<file path="src/rtl/instruction_sequencer.sv">
// instruction_sequencer: buffers host instructions and feeds cpu one word per clock, inserting NOPs.
// Optional feature macro SEQ_OPERATE_PAD_EN: when defined, tensor-core operates are followed by OPERATE_GAP NOPs.
module instruction_sequencer #(
    parameter int DEPTH       = 16,
    parameter int BURST_WORDS = 5,
    parameter int OPERATE_GAP = 5
) (
    input  logic                   clock_in,
    input  logic                   reset_in,
    input  logic [15:0]            host_instruction_in,
    input  logic                   host_valid_in,
    output logic                   host_ready_out,
    output logic [15:0]            current_instruction_out,
    output logic                   busy_out,
    output logic [$clog2(DEPTH):0] fifo_count_out,
    output logic [1:0]             state_out
);
    localparam int AW = $clog2(DEPTH);

    localparam logic [1:0] IDLE       = 2'd0;
    localparam logic [1:0] ISSUE      = 2'd1;
    localparam logic [1:0] BURST_DATA = 2'd2;
    localparam logic [1:0] PAD        = 2'd3;

    localparam logic [AW:0] DEPTH_C    = (AW+1)'(DEPTH);
    localparam logic [AW:0] BURST_NEED = (AW+1)'(BURST_WORDS + 1);
    localparam logic [7:0]  BURST_CNT  = 8'(BURST_WORDS);
    localparam logic [7:0]  GAP_CNT    = 8'(OPERATE_GAP);

    logic [15:0]   r_mem [DEPTH];
    logic [AW-1:0] r_wr_ptr;
    logic [AW-1:0] r_rd_ptr;
    logic [AW:0]   r_count;
    logic [1:0]    r_state;
    logic [7:0]    r_cnt;
    logic [15:0]   r_out;

    logic          w_push;
    logic          w_pop;
    logic [15:0]   w_head;
    logic          w_is_bw;
    logic          w_is_br;
    logic          w_is_op;
    logic          w_pad_op;
    logic [1:0]    w_next_state;
    logic [7:0]    w_next_cnt;
    logic [15:0]   w_next_out;

    assign host_ready_out          = (r_count < DEPTH_C);
    assign w_push                  = host_valid_in && host_ready_out;
    assign w_head                  = r_mem[r_rd_ptr];
    assign current_instruction_out = r_out;
    assign fifo_count_out          = r_count;
    assign busy_out                = (r_state != IDLE) || (r_count != '0);
    assign state_out               = r_state;

    assign w_is_bw = (w_head[1:0] == 2'b11) && ((w_head[3:2] == 2'b01) || (w_head[3:2] == 2'b10));
    assign w_is_br = (w_head[1:0] == 2'b11) && (w_head[3:2] == 2'b00);
    assign w_is_op = (w_head[1:0] == 2'b10);

`ifdef SEQ_OPERATE_PAD_EN
    assign w_pad_op = w_is_op;
`else
    assign w_pad_op = 1'b0;
`endif

    always_comb begin
        w_pop        = 1'b0;
        w_next_out   = 16'h0000;
        w_next_state = r_state;
        w_next_cnt   = r_cnt;
        case (r_state)
            BURST_DATA: begin
                // Payload is forwarded raw; enough words were guaranteed before the header left.
                w_pop      = 1'b1;
                w_next_out = w_head;
                w_next_cnt = r_cnt - 8'd1;
                if (r_cnt == 8'd1) w_next_state = ISSUE;
            end
            PAD: begin
                w_next_cnt = r_cnt - 8'd1;
                if (r_cnt == 8'd1) w_next_state = ISSUE;
            end
            default: begin
                if (r_count == '0) begin
                    w_next_state = IDLE;
                end else if (w_is_bw) begin
                    // Hold the header until header plus full payload are buffered.
                    if (r_count >= BURST_NEED) begin
                        w_pop        = 1'b1;
                        w_next_out   = w_head;
                        w_next_state = BURST_DATA;
                        w_next_cnt   = BURST_CNT;
                    end else begin
                        w_next_state = ISSUE;
                    end
                end else if (w_is_br) begin
                    w_pop        = 1'b1;
                    w_next_out   = w_head;
                    w_next_state = PAD;
                    w_next_cnt   = BURST_CNT;
                end else if (w_pad_op) begin
                    w_pop        = 1'b1;
                    w_next_out   = w_head;
                    w_next_state = PAD;
                    w_next_cnt   = GAP_CNT;
                end else begin
                    w_pop        = 1'b1;
                    w_next_out   = w_head;
                    w_next_state = ISSUE;
                end
            end
        endcase
    end

    always_ff @(posedge clock_in) begin
        if (w_push) r_mem[r_wr_ptr] <= host_instruction_in;
    end

    always_ff @(posedge clock_in) begin
        if (reset_in) begin
            r_wr_ptr <= '0;
            r_rd_ptr <= '0;
            r_count  <= '0;
            r_state  <= IDLE;
            r_cnt    <= 8'd0;
            r_out    <= 16'h0000;
        end else begin
            if (w_push) r_wr_ptr <= r_wr_ptr + 1'b1;
            if (w_pop)  r_rd_ptr <= r_rd_ptr + 1'b1;
            if (w_push && !w_pop)      r_count <= r_count + 1'b1;
            else if (!w_push && w_pop) r_count <= r_count - 1'b1;
            r_state <= w_next_state;
            r_cnt   <= w_next_cnt;
            r_out   <= w_next_out;
        end
    end
endmodule

</file>
<file path="config.mk">
export PLATFORM = sky130hd
export DESIGN_NAME = instruction_sequencer
export DESIGN_NICKNAME = d
export VERILOG_FILES = /design/src/rtl/instruction_sequencer.sv
export SDC_FILE = /design/constraint.sdc
export NUM_CORES = 1
export LEC_CHECK = 0
export ABC_AREA = 1
export CAP_MARGIN = 20
export CORE_UTILIZATION = 55
export DETAILED_ROUTE_END_ITERATION = 16
export PLACE_DENSITY = 0.8
export SLEW_MARGIN = 20
export SYNTH_ARGS = -nofsm -noshare
export SYNTH_HDL_FRONTEND = slang
export SYNTH_SLANG_ARGS = --single-unit
</file>
<file path="constraint.sdc">
create_clock -name clock_in -period 4.2 [get_ports clock_in]
set_input_delay 0.84 -clock clock_in [delete_from_list [all_inputs] [get_ports clock_in]]
set_output_delay 0.84 -clock clock_in [all_outputs]
set_load 0.005 [all_outputs]
</file>
==> results of run 1 <==
[cell families after synthesis]
logic type,after synthesis,synth area share
fa+ha+maj,14,0.0153
simple gates,302,0.109
buf+inv,108,0.0388
flops,299,0.715
compound gates,234,0.119
xor+xnor,4,0.00293
[synth_stat cells, types with 2 or more instances]
cell type	n	area, sq um
a21oi_1	24	120
a21oi_2	8	70.1
a31oi_1	2	12.5
buf_2	5	25.0
buf_4	6	45.0
buf_6	4	45.0
clkbuf_1	41	154
dfxtp_1	43	861
edfxtp_1	256	7690
ha_1	13	163
inv_1	49	184
inv_2	2	7.51
nand2_1	78	293
nand2_2	2	12.5
nand2_4	2	22.5
nand3_1	50	250
nand3_2	5	50.1
nand3b_1	2	15.0
nand4_1	2	12.5
nor2_1	154	578
nor2_2	2	12.5
nor3_1	2	10.0
o211ai_1	18	135
o21ai_0	122	611
o21ai_1	2	10.0
o221ai_1	39	342
o22ai_1	18	113
xnor2_1	3	26.3
[per-layer routing]
metal,share of wire,vias to the layer above,global-route usage
met5,0,-,0
met1,0.40,3909,0.336
met2,0.49,377,0.426
met4,0.028,0,0.0898
met3,0.075,70,0.0369
li1,-,3593,-
[worst max path at each step]
stage | start | to | slack [ps] | depth (start not counted)
global route | register | fifo_count_out[4] | 70 | 22
CTS | register | fifo_count_out[4] | 430 | 22
global placement | register | fifo_count_out[4] | 600 | 22
floorplan | register | fifo_count_out[4] | 930 | 25
detailed placement | register | fifo_count_out[4] | 470 | 22
finish | register | fifo_count_out[4] | 400 | 22
[power groups by stage]
stage / sequential [W] / clock [W] / combinational [W]
6_report: 0.00356 / 0.00242 / 0.00252
5_1_grt: 0.00358 / 0.00256 / 0.00280
4_1_cts: 0.00356 / 0.00244 / 0.00251
3_5_place_dp: 0.00362 / 0 / 0.00249
3_3_place_gp: 0.00361 / 0 / 0.00239
2_1_floorplan: 0.00357 / 0 / 0.00179
[stage by stage]
step                std cells  utilization  instance area, sq um
finish                   1307        0.643                 13600
global route             1307        0.643                 13600
CTS                      1307        0.643                 13600
detailed placement       1253        0.602                 12700
global placement         1253        0.602                 12700
floorplan                 961            -                 12000
[state kept, by name, summed over array words and instances, names as in the netlist, named ones only]
name	cells
current_instruction_out	16
fifo_count_out	5
r_cnt	8
r_mem	256
r_rd_ptr	4
r_wr_ptr	4
state_out	2
[cell usage in the layout (no fill, tap or decap), drive strengths merged, types with 32 or more instances in the layout]
cell type      instances
nor2                 156
edfxtp               256
nand2                 82
o21ai                124
o221ai                39
a21oi                 32
inv                   51
clkbuf                47
clkdlybuf4s50         43
dfxtp                 43
nand3                 56
[cell type report]
type,instances,area (sq um),share of cell area
Sequential cell,299,8550,0.628
Multi-Input combinational cell,554,2980,0.219
Clock buffer,47,846,0.0621
Timing Repair Buffer,73,656,0.0482
Tap cell,275,344,0.0253
Inverter,52,196,0.0144
Clock inverter,7,37.5,0.00276
==> results.py, run 1 <==
metrics = {
    "status": {
        "outcome": "complete, no violations",
    },
    "global_routing": {
        "antenna_found_initial": 0,
        "grt_max_degree": 81,
        "grt_pass1_vias": 7698,
        "grt_pass1_wl_mm": 42.3,
        "overflow": 0,
        "grt_usage": 0.253,
    },
    "power_and_ir_drop": {
        "p_per_area_nw_per_um2": 624,
        "p_int_w": 0.00567,
        "total_power_w": 0.00850,
        "pwr-share-seq": 0.419,
        "switching_power_w": 0.00283,
        "cellLeakagePower_nw": 4.65,
        "vdd_ir_drop_max_mv": 0.415,
        "power_frac_comb": 0.296,
        "clockPowerShare": 0.285,
        "switching_share": 0.333,
    },
    "layout": {
        "antenna-diode-count": 0,
        "drive_gt1_frac": 0.105,
        "fillers": 1521,
        "num-nets-final": 1043,
        "syn_to_final_growth_pct": 13.9,
    },
    "min_path": {
        "holdPathStages": 1,
        "hold_start": "fifo_count_out[4]",
        "hold_path.class": "reg -> reg",
        "worstHoldEndpoint": "fifo_count_out[4]",
    },
    "timing": {
        "finalClockSkew_ps": 22.3,
        "fmax_mhz": 263,
        "setup_viol": 0,
        "fin_crit_sh": 0.904,
        "setup_tns_ps": 0,
        "report.final.slew_viol_count": 0,
        "tightest_slew_ps": 879,
        "hold_violations": 0,
        "period_minus_slack_ps": 3800,
        "rsz0062_at_grt": "false",
        "holdWs_ps": 505,
        "relSlewSlack": 0.413,
        "finalWorstSetupSlack_ps": 401,
    },
    "placement": {
        "numPortBuffers": 43,
        "place_ws_ps": 472,
        "gp_congestion": 0.808,
        "dp_hpwl_mm": 15.9,
    },
    "detailed_routing": {
        "vias_per_cell": 6.08,
        "drc": 0,
        "wl_per_cell_um": 21.2,
        "antenna_left": 0,
        "vias": 7949,
        "first_iter_violations": 798,
        "wl_mm": 27.8,
        "dr.pass1.iters": 6,
    },
    "clock_network": {
        "cts_resized": 0,
        "tritoncts": "yes",
        "cts_made_buffers": 30,
        "clock-sinks": 299,
        "clk_path_buf_depth": 3,
        "postCtsSetupRepairBufs": 0,
        "clk_pin_slew_ps": 60,
        "worst_skew_pair.late_latency_ps": 560,
        "ctsRootBufferMaster": "clkbuf_16",
        "cts-hold-fix-buffers": 0,
        "cts-htree-levels": 1,
    },
    "yosys": {
        "synth_edf_count": 256,
        "synthArstFlopShare": 0,
        "synth.avg_cell_area_sq_um": 12.4,
        "ys_seq_elements": 299,
        "synth_ff_type": "edfxtp_1",
        "syn-num-nets": 994,
        "synthCells": 961,
        "synthDistinctLibCells": 35,
        "syn-cell-area_sq_um": 12000,
        "yosysSeqAreaShare": 0.715,
        "yosys_warnings": 0,
    },
    "floorplanning": {
        "ios": 44,
        "dieArea_sq_um": 22300,
        "fp-row-count": 53,
        "initial_core_util": 0.565,
        "coreArea_sq_um": 21200,
        "die_h_um": 149,
        "die-width_um": 149,
    },
    "critical_path": {
        "cp.arrival_ps": 4240,
        "cp_cell_sequence": "inv_2 > o21ai_0 > o221ai_1 > o211ai_1 > nand2_1 > inv_1 > ha_1 > nand3_1 > inv_1 > nand3_1 > nand3_2 > ha_1 > inv_1 > ha_1 > nand2_1 > nor2_1 > a211oi_1 > nand2_1 > nand2_1 > nor2_1 > o21ai_0 > a21oi_1",
        "crit_path_start_kind": "register",
        "crit_path_end_kind": "register",
        "cpLargestDelayFamily": "adder cells",
        "slowest_stage": "dfxtp_2",
        "r2r_end": "fifo_count_out[4]",
        "path_class": "reg -> reg",
        "crit_buf_inv": 4,
        "r2r_slack_ps": 400,
        "cp_data_required_time_ps": 4640,
        "slowest_delay_ps": 450,
        "crit_fanout": 23,
        "rr_worst_depth": 22,
        "crit_top_cell": "nand2_1",
    },
    "run": {
        "drv_cap": 0,
    },
}
Power figures use the tool's default switching activity.
==> run 2: changes to the inputs <==
--- a/config.mk
+++ b/config.mk
@@ -9,6 +9,7 @@
 export CAP_MARGIN = 20
 export CORE_UTILIZATION = 55
 export DETAILED_ROUTE_END_ITERATION = 16
+export MAX_ROUTING_LAYER = met4
 export PLACE_DENSITY = 0.8
 export SLEW_MARGIN = 20
 export SYNTH_ARGS = -nofsm -noshare
==> run 2 against run 1 <==
- die area is the same
- routed wire length up 0.13%
- sequential cell count unchanged
- global-route usage up 0.81 points
- utilization unchanged
- clock skew fell by 0.73 ps
- clock-buffer cell count unchanged
- total power grew 0.14%
- sequential power barely moved
- largest power group unchanged
==> results.py, run 2 (same netlist as run 1, synthesis figures left out) <==
metrics = {
    "min_path": {
        "hold_path.class": "reg -> reg",
        "hold_start": "fifo_count_out[4]",
        "holdPathStages": 1,
        "worstHoldEndpoint": "fifo_count_out[4]",
    },
    "timing": {
        "relSlewSlack": 0.420,
        "setup_tns_ps": 0,
        "period_minus_slack_ps": 3810,
        "fmax_mhz": 262,
        "rsz0062_at_grt": "false",
        "setup_viol": 0,
        "fin_crit_sh": 0.908,
        "hold_violations": 0,
        "report.final.slew_viol_count": 0,
        "finalClockSkew_ps": 21.6,
        "tightest_slew_ps": 869,
    },
    "critical_path": {
        "crit_path_end_kind": "register",
        "r2r_end": "fifo_count_out[4]",
        "cp_data_required_time_ps": 4640,
        "path_class": "reg -> reg",
        "crit_fanout": 53,
        "rr_worst_depth": 22,
        "r2r_slack_ps": 390,
        "cp.arrival_ps": 4250,
        "crit_path_start_kind": "register",
    },
    "clock_network": {
        "cts-htree-levels": 1,
        "worst_skew_pair.late_latency_ps": 560,
        "clock-sinks": 299,
        "cts-hold-fix-buffers": 0,
        "cts_made_buffers": 30,
        "postCtsSetupRepairBufs": 0,
        "ctsRootBufferMaster": "clkbuf_16",
        "cts_resized": 0,
        "clk_path_buf_depth": 3,
        "clk_pin_slew_ps": 60,
        "tritoncts": "yes",
    },
    "detailed_routing": {
        "vias": 7981,
        "antenna_left": 0,
        "wl_per_cell_um": 21.3,
        "drc": 0,
        "dr.pass1.iters": 5,
        "wl_mm": 27.8,
        "first_iter_violations": 803,
        "vias_per_cell": 6.11,
    },
    "global_routing": {
        "grt_usage": 0.261,
        "grt-busiest-layer": "met2",
        "overflow": 0,
        "grt_pass1_wl_mm": 42.4,
        "grtUsageMet1": 0.337,
        "grt_use_met2": 0.426,
        "antenna_found_initial": 0,
        "grt_pass1_vias": 7695,
        "gr-usage-met3": 0.0366,
        "grt_max_degree": 81,
    },
    "placement": {
        "numPortBuffers": 43,
        "gp_congestion": 0.819,
        "dp_hpwl_mm": 15.9,
    },
    "layout": {
        "syn_to_final_growth_pct": 13.9,
        "largest_reg_flops": 256,
        "utilization": 0.643,
        "num-nets-final": 1043,
        "final_common_cell": "edfxtp_1",
        "largest_register": "r_mem",
        "drive_gt1_frac": 0.105,
        "antenna-diode-count": 0,
        "final_cell_mix": "edfxtp_1 (256), nor2_1 (138), o21ai_0 (122), nand2_1 (78), nand3_1 (50)",
    },
    "floorplanning": {
        "initial_core_util": 0.565,
        "die_h_um": 149,
        "coreArea_sq_um": 21200,
        "fp-row-count": 53,
        "die-width_um": 149,
        "dieArea_sq_um": 22300,
        "ios": 44,
    },
    "power_and_ir_drop": {
        "vdd_ir_drop_max_mv": 0.417,
        "cellLeakagePower_nw": 4.65,
        "p_per_area_nw_per_um2": 625,
        "total_power_w": 0.00851,
    },
    "run": {
        "drv_cap": 0,
    },
    "status": {
        "outcome": "complete, no violations",
    },
}
[run 2: cell counts in the layout (fill, tap and decap cells not counted)]
No cell type changed its count.
[run 2: how the worst max path moves through the flow]
| stage | depth (start not counted) | end | slack [ps] | startpoint |
|---|---|---|---|---|
| 5_1_grt | 22 | fifo_count_out[4] | 70 | register |
| 6_report | 22 | fifo_count_out[4] | 390 | register |
| 3_5_place_dp | 22 | fifo_count_out[4] | 470 | register |
| 3_3_place_gp | 22 | fifo_count_out[4] | 600 | register |
| 2_1_floorplan | 25 | fifo_count_out[4] | 930 | register |
| 4_1_cts | 22 | fifo_count_out[4] | 430 | register |
[run 2: report_power, final]
part           total [W]  internal (W)  switching [W]
Clock            0.00243       0.00137        0.00105
Combinational    0.00252      0.000869        0.00165
Sequential       0.00356       0.00343       0.000135
[run 2: cell type report]
| class | count | area (sq um) |
|---|---|---|
| flip-flops and latches | 299 | 8550 |
| fillers | 1521 | 7540 |
| multi-input cells | 554 | 2980 |
| clock buffers | 47 | 846 |
| repair buffers | 73 | 656 |
| well taps | 275 | 344 |
| inverters | 52 | 196 |
| clock inverters | 7 | 37.5 |
[run 2: per-stage QoR]
stage	cells	hold slack (ps)	worst slack, ps	cell area, sq um
after detailed placement	1253	491	472	12700
final	1307	503	387	13600
after global routing	1307	535	73.1	13600
after floorplan	961	470	928	12000
after global placement	1253	480	599	12700
after CTS	1307	507	427	13600
[run 2: per-layer routing]
layer | up-vias | share of wire
li1 | 3590 | -
met1 | 3925 | 0.40
met2 | 391 | 0.50
met3 | 75 | 0.075
met4 | 0 | 0.028
met5 | - | 0
[run 2: critical path: stages, from the launching register on]
cell and delay, ps:
dfxtp_4 370, buf_4 450, o21ai_0 200, o221ai_1 210, nand3_1 100, nand2_1 100, inv_1 70, ha_1 340
nand3_1 120, inv_1 90, nand3_1 80, nand3_2 130, ha_1 240, inv_1 120, ha_1 330, nand2_1 70
nor2_1 40, a211oi_1 230, nand2_1 90, nand2_1 70, nor2_1 40, o21ai_0 140, a21oi_1 50
==> run 3: changes to the inputs <==
--- a/config.mk
+++ b/config.mk
@@ -7,10 +7,11 @@
 export LEC_CHECK = 0
 export ABC_AREA = 1
 export CAP_MARGIN = 20
-export CORE_UTILIZATION = 55
+export CORE_ASPECT_RATIO = 0.7
+export CORE_UTILIZATION = 61
 export DETAILED_ROUTE_END_ITERATION = 16
 export MAX_ROUTING_LAYER = met4
-export PLACE_DENSITY = 0.8
+export PLACE_DENSITY = 0.87
 export SLEW_MARGIN = 20
 export SYNTH_ARGS = -nofsm -noshare
 export SYNTH_HDL_FRONTEND = slang
==> run 3 against run 2 <==
- non-clock buffer count fell by 2
- via count rose by 0.38%
- worst hold slack improved by 3.1 ps
- sequential cell count unchanged
- clock power about the same
- cell count down 1.4%
- design area fell by 0.44%
- sequential share of layout area rose by 0.28 points
- utilization increased by 6.9 points
- global-route usage grew 2.7 points
- critical path depth did not move
- critical path type unchanged
- largest cell class unchanged
==> results.py, run 3 (same netlist as run 1, synthesis figures left out) <==
metrics = {
    "placement": {
        "numPortBuffers": 43,
        "dp_hpwl_mm": 15.8,
        "gp_congestion": 0.848,
    },
    "min_path": {
        "hold_path.class": "reg -> reg",
    },
    "timing": {
        "rsz0062_at_grt": "false",
        "tightest_slew_ps": 912,
        "fin_crit_sh": 0.883,
        "holdWs_ps": 506,
        "fmax_mhz": 270,
        "report.final.slew_viol_count": 0,
        "hold_violations": 0,
        "relSlewSlack": 0.392,
        "period_minus_slack_ps": 3710,
        "setup_viol": 0,
        "setup_tns_ps": 0,
        "finalClockSkew_ps": 8.86,
    },
    "global_routing": {
        "overflow": 0,
        "gr-usage-met3": 0.0641,
        "grt_pass1_wl_mm": 42.2,
        "grt_pass1_vias": 7737,
        "grt_use_met2": 0.432,
        "grt-busiest-layer": "met2",
        "grtUsageMet1": 0.395,
        "grt_usage": 0.288,
        "antenna_found_initial": 0,
        "grt_max_degree": 91,
    },
    "layout": {
        "antenna-diode-count": 0,
        "syn_to_final_growth_pct": 13.4,
        "drive_gt1_frac": 0.103,
        "largest_reg_flops": 256,
        "final_common_cell": "edfxtp_1",
        "seq_area_sq_um": 8550,
        "num-nets-final": 1038,
        "final_cell_mix": "edfxtp_1 (256), nor2_1 (138), o21ai_0 (122), nand2_1 (78), nand3_1 (50)",
        "fillers": 1254,
        "largest_register": "r_mem",
        "multi_input_area_sq_um": 2980,
    },
    "floorplanning": {
        "initial_core_util": 0.628,
        "fp-row-count": 42,
        "dieArea_sq_um": 20200,
        "die-width_um": 169,
        "ios": 44,
        "coreArea_sq_um": 19000,
        "die_h_um": 119,
    },
    "critical_path": {
        "cp.arrival_ps": 4130,
        "crit_path_start_kind": "register",
        "crit_fanout": 39,
        "cp_data_required_time_ps": 4620,
        "crit_path_end_kind": "register",
        "path_class": "reg -> reg",
    },
    "clock_network": {
        "cts-hold-fix-buffers": 0,
        "postCtsSetupRepairBufs": 0,
        "clk_pin_slew_ps": 60,
        "tritoncts": "yes",
        "cts_made_buffers": 27,
        "cts-htree-levels": 1,
        "ctsRootBufferMaster": "clkbuf_16",
        "clk_path_buf_depth": 3,
        "worst_skew_pair.late_latency_ps": 530,
        "clock-sinks": 299,
        "cts_resized": 0,
    },
    "power_and_ir_drop": {
        "cellLeakagePower_nw": 4.63,
        "p_per_area_nw_per_um2": 626,
        "vdd_ir_drop_max_mv": 0.488,
    },
    "detailed_routing": {
        "vias_per_cell": 6.21,
        "dr.pass1.iters": 5,
        "drc": 0,
        "first_iter_violations": 1204,
        "antenna_left": 0,
        "vias": 8011,
        "wl_mm": 27.6,
        "wl_per_cell_um": 21.4,
    },
    "run": {
        "drv_cap": 0,
    },
    "status": {
        "outcome": "complete, no violations",
    },
}
==> run 3: cell types whose count changed in the layout (fill, tap and decap cells not counted), moves of 2 or more <==
cell	previous run	this run
clkbuf_1	15	9
clkbuf_16	31	27
bufinv_16	0	3
buf_4	30	28
==> run 3: path summary, 6_finish.rpt <==
check | slack (ps) | start | to | cells after the start
max | 490 | register | fifo_count_out[4] | 22
max reg2reg | 490 | register | fifo_count_out[4] | 22
min reg2reg | 510 | r_cnt[7] | r_cnt[7] | 2
min | 510 | r_cnt[7] | r_cnt[7] | 2
==> run 3: per-stage QoR <==
stage	std cells	total power, W	util	setup slack (ps)	cell area, sq um
after floorplan	961	0.00535	-	928	12000
after global placement	1240	0.00597	0.668	505	12700
after detailed placement	1240	0.00608	0.668	292	12700
after CTS	1289	0.00846	0.712	262	13600
after global routing	1289	0.00889	0.712	113	13600
final	1289	0.00849	0.712	492	13600
==> run 3: per-layer routing <==
layer  routed length, um  vias to the layer above
met5                   0                        -
met4                 724                        0
met3                2900                       68
met2               12700                      489
met1               11300                     3869
li1                    -                     3585
==> run 3: where the power goes <==
| part | switching, W | internal [W] |
|---|---|---|
| Sequential | 0.000149 | 0.00342 |
| Clock | 0.00103 | 0.00137 |
| Combinational | 0.00165 | 0.000861 |
==> run 3: final cells by class <==
type | count | share of cell area
inverters | 52 | 0.0146
flip-flops and latches | 299 | 0.631
clock buffers | 36 | 0.0523
multi-input cells | 554 | 0.220
well taps | 264 | 0.0244
clock inverters | 13 | 0.0104
repair buffers | 71 | 0.0473
==> run 3: critical path: stages, from the launching register on <==
cell and delay (ps):
dfxtp_4 420, inv_4 320, o21ai_0 160, o221ai_1 170, o211ai_1 130, nand2_1 100, inv_1 70, ha_1 350
nand3_1 120, inv_1 100, nand3_1 80, nand3_2 120, ha_1 230, inv_1 120, ha_1 320, nand2_1 80
nor2_1 40, a211oi_1 250, nand2_1 90, nand2_1 60, nor2_1 40, o21ai_0 140, a21oi_1 50
